`src/rtl/seq_detector_if.sv`:
```
// Serial pattern-detector bus: data/config from the master, match status back from the detector.
interface seq_detector_if #(
  parameter int unsigned PAT_W = 4,
  parameter int unsigned CNT_W = 8
);
  localparam int unsigned ST_W = $clog2(PAT_W + 1);

  logic             In;
  logic             InValid;
  logic [PAT_W-1:0] Pattern;
  logic             Overlap;
  logic             Clear;
  logic             Out;
  logic [ST_W-1:0]  State;
  logic [CNT_W-1:0] MatchCount;

  modport master (
    output In, InValid, Pattern, Overlap, Clear,
    input  Out, State, MatchCount
  );

  modport slave (
    input  In, InValid, Pattern, Overlap, Clear,
    output Out, State, MatchCount
  );
endinterface

```
`src/rtl/seq_detector.sv`:
```
// Serial bit-pattern detector with fill tracking and optional saturating match counter.
// Define SEQ_DETECTOR_COUNT_EN to build the match counter; otherwise MatchCount is tied to 0.
module seq_detector #(
  parameter int unsigned PAT_W = 4,
  parameter int unsigned CNT_W = 8
) (
  input  logic          Clock,
  input  logic          Reset,
  seq_detector_if.slave bus
);
  localparam int unsigned ST_W = $clog2(PAT_W + 1);

  logic [PAT_W-1:0] window_q, window_d;
  logic [ST_W-1:0]  state_q,  state_d;
  logic             out_q,    out_d;
  logic [PAT_W-1:0] shifted_c;
  logic             match_c;

  // Newest bit enters at the top; window[0] is the oldest.
  assign shifted_c = {bus.In, window_q[PAT_W-1:1]};
  assign match_c   = bus.InValid && (state_q >= ST_W'(PAT_W - 1)) && (shifted_c == bus.Pattern);

  always_comb begin
    window_d = window_q;
    state_d  = state_q;
    out_d    = match_c;
    if (bus.InValid) begin
      window_d = shifted_c;
      if (match_c && !bus.Overlap) begin
        state_d = '0;
      end else if (state_q != ST_W'(PAT_W)) begin
        state_d = state_q + ST_W'(1);
      end
    end
  end

  // Reset beats Clear, Clear beats any match on the same edge.
  always_ff @(posedge Clock) begin
    if (Reset || bus.Clear) begin
      window_q <= '0;
      state_q  <= '0;
      out_q    <= 1'b0;
    end else begin
      window_q <= window_d;
      state_q  <= state_d;
      out_q    <= out_d;
    end
  end

  assign bus.Out   = out_q;
  assign bus.State = state_q;

`ifdef SEQ_DETECTOR_COUNT_EN
  logic [CNT_W-1:0] cnt_q, cnt_d;

  // Saturating: hold at all-ones instead of wrapping.
  always_comb begin
    cnt_d = cnt_q;
    if (match_c && (cnt_q != '1)) begin
      cnt_d = cnt_q + CNT_W'(1);
    end
  end

  always_ff @(posedge Clock) begin
    if (Reset || bus.Clear) begin
      cnt_q <= '0;
    end else begin
      cnt_q <= cnt_d;
    end
  end

  assign bus.MatchCount = cnt_q;
`else
  assign bus.MatchCount = CNT_W'(0);
`endif

endmodule

```
`src/flat_wrapper.sv`:
```
// flat-port wrapper written by rule: the top's interface ports become plain ports
module seq_detector_flat 
#(
  parameter int unsigned PAT_W = 4,
  parameter int unsigned CNT_W = 8
)
  (Clock, Reset, bus_In, bus_InValid, bus_Pattern, bus_Overlap, bus_Clear, bus_Out, bus_State, bus_MatchCount);
  seq_detector_if #(.PAT_W(PAT_W), .CNT_W(CNT_W)) bus_i ();
  input  logic Clock;
  input  logic Reset;
  input wire logic [$bits(bus_i.In)-1:0] bus_In;
  input wire logic [$bits(bus_i.InValid)-1:0] bus_InValid;
  input wire logic [$bits(bus_i.Pattern)-1:0] bus_Pattern;
  input wire logic [$bits(bus_i.Overlap)-1:0] bus_Overlap;
  input wire logic [$bits(bus_i.Clear)-1:0] bus_Clear;
  output wire logic [$bits(bus_i.Out)-1:0] bus_Out;
  output wire logic [$bits(bus_i.State)-1:0] bus_State;
  output wire logic [$bits(bus_i.MatchCount)-1:0] bus_MatchCount;
  assign bus_i.In = bus_In;
  assign bus_i.InValid = bus_InValid;
  assign bus_i.Pattern = bus_Pattern;
  assign bus_i.Overlap = bus_Overlap;
  assign bus_i.Clear = bus_Clear;
  assign bus_Out = bus_i.Out;
  assign bus_State = bus_i.State;
  assign bus_MatchCount = bus_i.MatchCount;
  seq_detector #(.PAT_W(PAT_W), .CNT_W(CNT_W)) u_core (.Clock(Clock), .Reset(Reset), .bus(bus_i));
endmodule
```
`config.mk`:
```
export PLATFORM = sky130hd
export DESIGN_NAME = seq_detector_flat
export DESIGN_NICKNAME = d
export VERILOG_FILES = /design/src/rtl/seq_detector_if.sv /design/src/rtl/seq_detector.sv /design/src/flat_wrapper.sv
export SDC_FILE = /design/constraint.sdc
export NUM_CORES = 1
export LEC_CHECK = 0
export ABC_AREA = 1
export BUFFER_PORTS_ARGS = -buffer_cell sky130_fd_sc_hd__buf_2
export CAP_MARGIN = 0
export CORE_AREA = 2 2 39 41
export CTS_BUF_LIST = sky130_fd_sc_hd__clkbuf_16
export DETAILED_ROUTE_END_ITERATION = 10
export DIE_AREA = 0 0 41 43
export GPL_ROUTABILITY_DRIVEN = 1
export HOLD_SLACK_MARGIN = 0.12
export PLACE_DENSITY = 0.7
export SLEW_MARGIN = 15
export SYNTH_ARGS = -nofsm -noshare
export SYNTH_HDL_FRONTEND = slang
export SYNTH_SLANG_ARGS = --single-unit
```
`constraint.sdc`:
```
create_clock -name Clock -period 2.7 [get_ports Clock]
set_input_delay 0.54 -clock Clock [delete_from_list [all_inputs] [get_ports Clock]]
set_output_delay 0.54 -clock Clock [all_outputs]
set_load 0.1 [all_outputs]
```
Yosys cells after proc, flatten, opt, wreduce, memory -nomap -nowiden. Index checks and enable logic that the tools add are counted.

Flip-flop bits (word level): 8. Output and inout bits: 12. Word-level logic and storage cells: 16.

$add $sub $neg: 1. Muxes and demuxes: 2. Eq/ne operators: 2. Magnitude comparators: 1. Reductions and logical operators: 7.

Operators by type and width (count): $mux W3 (2); $eq A4 B4 Y1 (1); $add A3 B1 Y3 const B (1); $ge A3 B2 Y1 const B (1); $logic_and A1 B1 Y1 (3); $ne A3 B3 Y1 const B (1); $reduce_and A2 Y1 (1); $reduce_bool A2 Y1 (1); $logic_not A1 Y1 (1); $logic_or A1 B1 Y1 (1).

Logic depth before layout (Yosys ltp).
Depth in word-level cells: 6. Gate-level depth with buffers: 11. Mapped depth without buffers: 11.

Least setup slack after synthesis. Ideal clock, no wire load.

Path kind: flip-flop to flip-flop. Start: register u_core.state_q[1], in the netlist u_core.bus.State[1]. End: register u_core.state_q[0], in the netlist u_core.bus.State[0]. Period minus slack after synthesis: 2.133 ns. Data arrival time: 2.014 ns. Stages on the path, launching flop included: 12. Data required time: 2.581 ns. Path slack: 0.567 ns. Cell sequence: dfxtp_1 > ha_1 > ha_1 > nor2_1 > nand2_1 > nand2_2 > nor2_4 > nand3_4 > nand2_4 > nand3_1 > nand2_1 > nor2_1.

Word-level cells in the longest chain between the ends: 6. Elaborated cells on any way between the ends: 8.

RTL lines: start, declared (RTL line seq_detector.sv:14) `logic [ST_W-1:0] state_q, state_d;`; start signal, assigned (RTL line seq_detector.sv:45) `state_q <= state_d;`; $ge A3 B2 Y1 (RTL line seq_detector.sv:21) `assign match_c = bus.InValid && (state_q >= ST_W'(PAT_W - 1)) && (shifted_c == bus.Pattern);`; $logic_and A1 B1 Y1 (2 in a row) (RTL line seq_detector.sv:21); $logic_and A1 B1 Y1 (RTL line seq_detector.sv:29) `if (match_c && !bus.Overlap) begin`; $reduce_bool A2 Y1 (no line); $reduce_and A2 Y1 (no line).

Parallel ways exist; a longest one is shown, timed or not. A chain may end at the register's enable or synchronous reset.

Worst setup path in the final report.
Start: register u_core.state_q[0], in the netlist u_core.bus.State[0]. End: output bus_State[0].

RTL lines: end, declared (RTL line flat_wrapper.sv:17) `output wire logic [$bits(bus_i.State)-1:0] bus_State;`.

No word-level cell between the ends.

==> impl_metrics.py <==
metrics = {
    "outcome": {
        "outcome": "completed",
    },
    "synthesis": {
        "netlist_area_um2": 534,
        "synth.yosys.seq_area_share": 0.262,
        "avgSynthCellArea_um2": 7.12,
        "yosys_warnings": 0,
        "synth_top_family_by_area": "simple AND/OR/NAND/NOR gates",
        "ys_types": 19,
        "ys_seq_elements": 7,
        "synth_area_leader_cell": "dfxtp_1",
        "synth.mux.area_fraction": 0,
        "syn_inst": 75,
        "synth-xor-area-share": 0.0164,
        "synthSimpleGateAreaFrac": 0.307,
        "synth_compound_gate_area_share": 0.101,
        "synth_area_leaders": "dfxtp_1 (26%), buf_4 (11%), nand2_1 (11%)",
        "synth_top_area_share": 0.262,
        "yosys.area_share.adder": 0.0703,
    },
    "routing": {
        "drt_first_pass_iters": 4,
        "post_drt_wl_per_cell_um": 8.39,
        "vias": 457,
        "ant_nets": 0,
        "drt_iter0_markers": 4,
        "routed_wl_um": 889,
        "drc_errors": 0,
        "vias_per_cell": 4.31,
    },
    "pwr": {
        "p_switching_w": 0.000145,
        "peakVddDrop_mv": 0.447,
        "cellPowerDensity_mw_per_mm2": 708,
        "switching_share": 0.314,
        "pwr-share-seq": 0.239,
        "leakage_nw": 0.353,
        "power.internal_w": 0.000317,
        "clkPwrFrac": 0.540,
        "power.total_w": 0.000463,
        "share_comb_of_total_power": 0.221,
    },
    "setup_path": {
        "cp_max_fo": 5,
        "end_kind": "output pin",
        "max_stage_delay_ns": 0.45,
        "critPathBufInv": 1,
        "critical_path_class": "reg2out",
        "slowest_stage": "buf_2",
        "critPathArrivalTime_ns": 1.07,
        "required_ns": 2.16,
        "crit_path_start_kind": "flop",
        "path_cells": "buf_2",
        "critPathTopFamily": "buffers and inverters",
    },
    "global_route": {
        "antenna_found_initial": 0,
        "grt_pass1_wl_um": 1510,
        "grt_max_degree": 10,
        "grt_pass1_vias": 400,
        "grt_overflow": 0,
        "grtUsageTotal": 0.135,
    },
    "clock_network": {
        "cts.repair.resized": 0,
        "cts_setup_buffers": 0,
        "cts_made_buffers": 3,
        "clock_path_buffers": 2,
        "cts_tree": "yes",
        "htree_num_levels": 1,
        "clkSinkCount": 7,
        "hold_buffers": 0,
        "clockRootBuffer": "clkbuf_16",
        "clk_latency_ns": 0.23,
        "path_clk_slew_ns": 0.04,
    },
    "final_layout": {
        "nFillCells": 153,
        "drive_above_1_share": 0.267,
        "final_common_cell": "nand2_1",
        "fin_nets": 104,
        "area_delta_synth_final_pct": 22.2,
        "final_cell_mix": "nand2_1 (16), inv_1 (14), buf_2 (13)",
        "antenna_cells": 0,
    },
    "floorplanning": {
        "boundaryPins": 22,
        "coreArea_mm2": 0.00138,
        "die_area_mm2": 0.00176,
        "initial_core_util": 0.386,
        "fp.dieW_um": 41,
        "rows": 14,
        "die_h_um": 43,
    },
    "placement": {
        "dp_hpwl_um": 735,
        "gp_congestion": 0.758,
        "place.port_buffers": 13,
        "dpl_worst_slack_ns": 1.13,
    },
    "timing": {
        "skew_ns": 0.00103,
        "final.setup.tns_ns": 0,
        "fin_crit_ns": 1.61,
        "hold_violations": 0,
        "setup_viol": 0,
        "drv_slew": 0,
        "fmax_mhz": 622,
        "setup_slack_ns": 1.09,
        "rsz0062_at_grt": "no",
        "finalCritPeriodShare": 0.595,
    },
    "flow_run": {
        "max_cap_viol_count": 0,
    },
    "hold_path": {
        "hold_path_class": "reg2reg",
    },
}
==> area by class of cell <==
class,count,area [µm²],area share
Clock inverter,1,3.75,0.00575
Inverter,14,55.1,0.0843
Clock buffer,3,75.1,0.115
Multi-Input combinational cell,52,294,0.450
Tap cell,16,20.0,0.0307
Timing Repair Buffer,13,65.1,0.0996
Sequential cell,7,140,0.215
==> final timing paths <==
path | startpoint | endpoint | slack, ns | cells after the start
setup / recovery | u_core.bus.State[0] | bus_State[0] | 1.09 | 1
hold reg to reg | u_core.window_q[1] | u_core.window_q[1] | 0.47 | 2
hold / removal | u_core.window_q[1] | u_core.window_q[1] | 0.47 | 2
setup reg to reg | u_core.bus.State[0] | u_core.bus.State[0] | 1.25 | 11
==> metal layers <==
metal | global-route usage | vias to the layer above | wire length, µm
met5 | 0 | - | 0
met1 | 0.146 | 187 | 341
li1 | - | 242 | -
met2 | 0.194 | 22 | 412
met4 | 0.140 | 0 | 46
met3 | 0.0314 | 6 | 88
==> state kept, by name, summed over array words and instances (netlist names) <==
name	cells
u_core.bus.State	3
u_core.window_q	3
u_core.bus.Out	1
==> power by group through the flow <==
stage | clock, W | sequential (W) | combinational, W
6_report | 0.000250 | 0.000110 | 0.000102
5_1_grt | 0.000261 | 0.000111 | 0.000110
4_1_cts | 0.000256 | 0.000110 | 0.000103
3_3_place_gp | 0 | 0.000112 | 0.000102
2_1_floorplan | 0 | 0.000126 | 0.0000854
3_5_place_dp | 0 | 0.000112 | 0.000102
==> synthesized netlist by cell type, drive strengths merged <==
cell   instances
nand3          5
inv           14
buf            9
a21oi          7
conb           1
ha             3
xor2           1
dfxtp          7
nand2         18
nor2           7
o21ai          3
==> cells by family after synthesis <==
group | after synthesis
buf+inv | 23
simple gates | 30
fa+ha+maj | 3
xor+xnor | 1
flops | 7
compound gates | 10
other cells | 1
==> stage by stage <==
step / utilization / hold WS (ns) / cells / cell area (µm²)
global route: 0.472 / 0.509 / 106 / 653
CTS: 0.472 / 0.477 / 106 / 653
global placement: 0.415 / 0.458 / 102 / 574
finish: 0.472 / 0.472 / 106 / 653
detailed placement: 0.415 / 0.472 / 102 / 574
floorplan: - / 0.443 / 82 / 561
Power figures use the tool's default switching activity.
